File: src/rtl/simon_button_reader_if.sv
// ============================================================================
//  Module      : simon_button_reader_if
//  Description : Bundle of signals between the Simon button reader and the
//                game controller: raw buttons and mode flags in, the one-entry
//                press buffer (valid/ready/code) plus LED echo and overflow out.
//  Ports       : btn[3:0], simonTurn, gameOver, press_ready  -> reader
//                press_valid, press_code[1:0], btn_level[3:0],
//                overflow                                    <- reader
//  Modports    : master = button reader, slave = game controller side
//  Revision    : 1.0 - initial release
// ============================================================================
`default_nettype none

interface simon_button_reader_if;
    logic [3:0] btn;
    logic       simonTurn;
    logic       gameOver;
    logic       press_ready;
    logic       press_valid;
    logic [1:0] press_code;
    logic [3:0] btn_level;
    logic       overflow;

    modport master (
        input  btn, simonTurn, gameOver, press_ready,
        output press_valid, press_code, btn_level, overflow
    );

    modport slave (
        output btn, simonTurn, gameOver, press_ready,
        input  press_valid, press_code, btn_level, overflow
    );
endinterface

`default_nettype wire

File: src/rtl/simon_button_reader.sv
// ============================================================================
//  Module      : simon_button_reader
//  Description : Player-input front end for Simon. Two-flop synchronises the
//                four colour buttons, debounces the whole vector with one
//                shared counter, turns a clean single press from all-released
//                into a colour code and holds it in a one-entry valid/ready
//                buffer for the game controller.
//  Ports       : clk  - system clock, rising edge
//                rst  - asynchronous active-high reset
//                bus  - simon_button_reader_if.master (btn, simonTurn,
//                       gameOver, press_ready in; press_valid, press_code,
//                       btn_level, overflow out)
//  Revision    : 1.0 - initial release
// ============================================================================
`default_nettype none

module simon_button_reader #(
    parameter int DEBOUNCE_CYCLES = 50_000
) (
    input  wire logic             clk,
    input  wire logic             rst,
    simon_button_reader_if.master bus
);

    localparam int               CNT_W    = $clog2(DEBOUNCE_CYCLES + 1);
    // The counter value on the edge whose increment would reach the target.
    localparam logic [CNT_W-1:0] CNT_LAST = CNT_W'(DEBOUNCE_CYCLES - 1);

    logic [3:0]       r_sync1;
    logic [3:0]       r_sync2;
    logic [3:0]       r_stable;
    logic [CNT_W-1:0] r_cnt;
    logic             r_valid;
    logic [1:0]       r_code;
    logic             r_overflow;

    logic             w_settle;
    logic             w_press;
    logic [1:0]       w_code;

    // The vector has differed from the stable value long enough to be taken.
    assign w_settle = (r_sync2 != r_stable) && (r_cnt == CNT_LAST);

    // Only a transition from all-released to exactly one button counts, and
    // only while it is the player's turn.
    assign w_press  = w_settle && (r_stable == 4'd0) && $onehot(r_sync2)
                      && !bus.simonTurn && !bus.gameOver;

    always_comb begin
        w_code = 2'd0;
        case (r_sync2)
            4'b0010: w_code = 2'd1;
            4'b0100: w_code = 2'd2;
            4'b1000: w_code = 2'd3;
            default: w_code = 2'd0;
        endcase
    end

    // Synchroniser and shared debounce counter.
    always_ff @(posedge clk or posedge rst) begin
        if (rst) begin
            r_sync1  <= 4'd0;
            r_sync2  <= 4'd0;
            r_stable <= 4'd0;
            r_cnt    <= '0;
        end else begin
            r_sync1 <= bus.btn;
            r_sync2 <= r_sync1;
            if (r_sync2 == r_stable) begin
                r_cnt <= '0;
            end else if (w_settle) begin
                r_stable <= r_sync2;
                r_cnt    <= '0;
            end else begin
                r_cnt <= r_cnt + 1'b1;
            end
        end
    end

    // One-entry press buffer. A flush from gameOver wins over everything; a
    // press may load into a slot that is being drained on the same edge.
    always_ff @(posedge clk or posedge rst) begin
        if (rst) begin
            r_valid    <= 1'b0;
            r_code     <= 2'd0;
            r_overflow <= 1'b0;
        end else begin
            r_overflow <= 1'b0;
            if (bus.gameOver) begin
                r_valid <= 1'b0;
            end else if (w_press) begin
                if (r_valid && !bus.press_ready) begin
                    r_overflow <= 1'b1;
                end else begin
                    r_valid <= 1'b1;
                    r_code  <= w_code;
                end
            end else if (bus.press_ready) begin
                r_valid <= 1'b0;
            end
        end
    end

    assign bus.press_valid = r_valid;
    assign bus.press_code  = r_code;
    assign bus.btn_level   = r_stable;
    assign bus.overflow    = r_overflow;

endmodule

`default_nettype wire

File: src/flat_wrapper.sv
// flat-port wrapper written by rule: the top's interface ports become plain ports
module simon_button_reader_flat 
#(
    parameter int DEBOUNCE_CYCLES = 50_000
)
  (clk, rst, bus_btn, bus_simonTurn, bus_gameOver, bus_press_ready, bus_press_valid, bus_press_code, bus_btn_level, bus_overflow);
  simon_button_reader_if bus_i ();
  input  wire logic clk;
  input  wire logic rst;
  input wire logic [$bits(bus_i.btn)-1:0] bus_btn;
  input wire logic [$bits(bus_i.simonTurn)-1:0] bus_simonTurn;
  input wire logic [$bits(bus_i.gameOver)-1:0] bus_gameOver;
  input wire logic [$bits(bus_i.press_ready)-1:0] bus_press_ready;
  output wire logic [$bits(bus_i.press_valid)-1:0] bus_press_valid;
  output wire logic [$bits(bus_i.press_code)-1:0] bus_press_code;
  output wire logic [$bits(bus_i.btn_level)-1:0] bus_btn_level;
  output wire logic [$bits(bus_i.overflow)-1:0] bus_overflow;
  assign bus_i.btn = bus_btn;
  assign bus_i.simonTurn = bus_simonTurn;
  assign bus_i.gameOver = bus_gameOver;
  assign bus_i.press_ready = bus_press_ready;
  assign bus_press_valid = bus_i.press_valid;
  assign bus_press_code = bus_i.press_code;
  assign bus_btn_level = bus_i.btn_level;
  assign bus_overflow = bus_i.overflow;
  simon_button_reader #(.DEBOUNCE_CYCLES(DEBOUNCE_CYCLES)) u_core (.clk(clk), .rst(rst), .bus(bus_i));
endmodule
File: config.mk
export PLATFORM = sky130hd
export DESIGN_NAME = simon_button_reader_flat
export DESIGN_NICKNAME = d
export VERILOG_FILES = /design/src/rtl/simon_button_reader_if.sv /design/src/rtl/simon_button_reader.sv /design/src/flat_wrapper.sv
export SDC_FILE = /design/constraint.sdc
export NUM_CORES = 1
export LEC_CHECK = 0
export CORE_ASPECT_RATIO = 1.25
export CORE_MARGIN = 2
export CORE_UTILIZATION = 40
export DETAILED_ROUTE_END_ITERATION = 16
export PLACE_DENSITY = 0.61
export SYNTH_ARGS = -nofsm -noshare
export SYNTH_HDL_FRONTEND = slang
export SYNTH_SLANG_ARGS = --single-unit
File: constraint.sdc
create_clock -name clk -period 3.6 [get_ports clk]
set_clock_uncertainty 0.15 [all_clocks]
set_input_delay 0.72 -clock clk [delete_from_list [all_inputs] [get_ports clk]]
set_output_delay 0.72 -clock clk [all_outputs]
set_load 0.05 [all_outputs]
==> impl_results.md <==
* Placement Cell Area at 0.00177 mm²
* Routed len/inst at 14.0 µm
* CTS Buffer Depth at 2
* Initial antenna violation count at 0
* Fin Hold WS at 0.200 ns
* Flops & latches, synth at 32
* Main synth FF type: dfrtp_1
* RSZ-0062 raised after global routing: no
* Critical path required time at 3.62 ns
* Status: completed
* TNS Setup at 0 ns
* Clock transition at path regs at 0.06 ns
* CP Capture Type: flip-flop
* Residual DRC count at 0
* Commonest non-fill, non-tap cells in the layout: dfrtp_1 (32), clkdlybuf4s50_1 (16), nor2_1 (15), xnor2_1 (10), ha_1 (9)
* Share of cells above drive strength 1 at 0.133
* Worst Max-Slew Pin Slew at 0.610 ns
* Antenna Cells at 0
* Die area at 0.00443 mm²
* Vias in the first global route at 1073
* Post-CTS Repair Setup Buffers at 0
* Vias per inst at 5.40
* Post-CTS sizing at 0
* Root Buffer: clkbuf_8
* Clk sinks at 32
* HPWL after DPL at 2040 µm
* 1st-pass router iterations at 4
* Max Fclk at 0.346 GHz
* CP max stage cell: or4_4
* CP cell instances: inv_1 > ha_1 > ha_1 > fa_1 > or4_4 > nor3_4 > nand4_2 > mux2_4
* Count of cell types in the netlist at 36
* Largest fanout on the critical path at 5
* Register area at 801 µm²
* Routability cong. at 0.792
* VDD IR max at 0.000250 V
* Pwr Density at 447 mW/mm²
* Leak at 0.840 nW
* Vias at 1070
* Post-Syn Area per Cell at 11.5 µm²
* GRT met1 Usage at 0.181
* Final Setup Violations at 0
* Final min period at 2.89 ns
* Hold WC Path Type: flip-flop to flip-flop
* FP Rows at 25
* I/O pin total at 17
* CTS Hold Buffers Added at 0
* CTS tree: yes
* Yosys warnings at 0
* Most common cell after layout, fill and taps aside: dfrtp_1
* Final nets at 176
* Met2 GRT Util at 0.220
* Slew Limit Fails at 0
* Mapped Cells at 136
* Fill count at 348
* Busiest layer in global routing: met2
* CTS Buf Count at 5
* Die outline width at 59.9 µm
* Critical path's most frequent cell: ha_1
* CP Data Arrival Time at 2.92 ns
* CTS H-tree lvls at 2
* Final instance area at 0.00186 mm²
* Startpoint Class: flip-flop
* Grt total ovfl at 0
* Crit-path max cell delay at 0.54 ns
* Post-route clock period utilization at 0.804
* Syn-to-layout area delta at 19.2%
* Async S/R FF share, synth at 1.00
* Final Hold Vio Count at 0
* Initial Util at 0.416
* WL final at 2770 µm
* Met3 Use GR at 0.0687
* GRT Util Overall at 0.151
* Post-synth EDFFs at 0
* Largest net degree at the start of global routing at 18
* Die height at 73.9 µm
* Clk Latency, worst-skew pair at 0.29 ns
* Port Buffers at 16
* Max cap viols at 0
* Kind of critical path: flip-flop to flip-flop
* Slew HR at 0.593
* Multi-input logic area at 724 µm²
* Core Region at 0.00375 mm²
* Post-DRT Antenna Nets at 0
* Seq/Total Area, Yosys at 0.512
* Global-route wire length before repair at 4820 µm
* Net Count, Synth at 155
* Post-synthesis cell area at 0.00156 mm²
* 1st-iter DRT viols at 16
-- cell usage after synthesis, drive strengths merged (2+ instances only) --
library cell / n / area (µm²)
mux2: 5 / 60.1
nand3: 5 / 25.0
nand4: 9 / 62.6
nor3: 4 / 31.3
inv: 6 / 22.5
and4: 2 / 17.5
nand2: 6 / 22.5
or4: 2 / 18.8
dfrtp: 32 / 801
nor2: 15 / 56.3
and3: 4 / 26.3
o21ai: 2 / 10.0
a21oi: 2 / 10.0
xnor2: 10 / 87.6
buf: 3 / 15.0
ha: 9 / 113
xor2: 6 / 52.6
-- per-layer routing --
layer / up-vias / share of wire
met5: - / 0
met2: 29 / 0.48
met4: 0 / 0.025
li1: 519 / -
met1: 514 / 0.44
met3: 8 / 0.050
-- where the power goes --
group / switching (W) / leakage [nW] / internal (W)
combinational: 0.0000499 / 0.383 / 0.0000539
clock: 0.000133 / 0.0434 / 0.000154
sequential: 0.0000468 / 0.414 / 0.000394
total: 0.000230 / 0.840 / 0.000602
-- registers in the layout, summed over array words and instances, names as in the netlist --
register and flops:
u_core.r_sync2 4, u_core.bus.press_code 2, u_core.bus.btn_level 4, u_core.r_cnt 16, u_core.bus.press_valid 1, u_core.r_sync1 4
u_core.bus.overflow 1
-- cell type report --
cell class | instances | area share
clock buffers | 6 | 0.0443
well taps | 40 | 0.0269
clock inverters | 2 | 0.00806
repair buffers | 17 | 0.0900
multi-input cells | 95 | 0.389
inverters | 6 | 0.0121
flip-flops and latches | 32 | 0.430
-- through the flow --
step	utilization	power (W)	setup WS, ns	instances
3_3_place_gp	0.470	0.000547	0.811	190
4_1_cts	0.496	0.000843	0.704	198
5_1_grt	0.496	0.000883	0.545	198
2_1_floorplan	-	0.000520	0.846	136
3_5_place_dp	0.470	0.000551	0.719	190
6_report	0.496	0.000832	0.706	198
-- path summary, 6_finish.rpt --
path                                   start                        to  slack (ns)  cells past startpoint
min in group asynchronous                rst         u_core.r_sync1[0]        0.65                      2
max in group asynchronous                rst           u_core.r_cnt[5]        2.00                      3
setup / recovery           u_core.r_sync2[2]  u_core.bus.press_code[0]        0.71                      8
hold / removal             u_core.r_sync1[0]         u_core.r_sync2[0]        0.20                      0
setup reg to reg           u_core.r_sync2[2]  u_core.bus.press_code[0]        0.71                      8
hold reg to reg            u_core.r_sync1[0]         u_core.r_sync2[0]        0.20                      0
-- cells by family (layout without fill, tap and decap cells) --
| logic type | Yosys count | after routing | share of synthesized area |
|---|---|---|---|
| flip-flops | 32 | 32 | 0.512 |
| multiplexers | 6 | 6 | 0.0448 |
| AO/OA/AOI/OAI | 7 | 7 | 0.0272 |
| adder cells (fa/ha/maj) | 10 | 10 | 0.0849 |
| XOR/XNOR | 16 | 16 | 0.0897 |
| buffers and inverters | 9 | 31 | 0.0240 |
| AND/OR/NAND/NOR | 56 | 56 | 0.217 |
-- critical path, delay by kind of cell (launching register included) --
family / cells / cell delay, ns
buffers and inverters: 1 / 0.09
adders and majority gates: 3 / 0.94
and+or+nand+nor: 3 / 0.85
muxes: 1 / 0.32
DFF: 1 / 0.43
(Power assumes the default switching activity.)
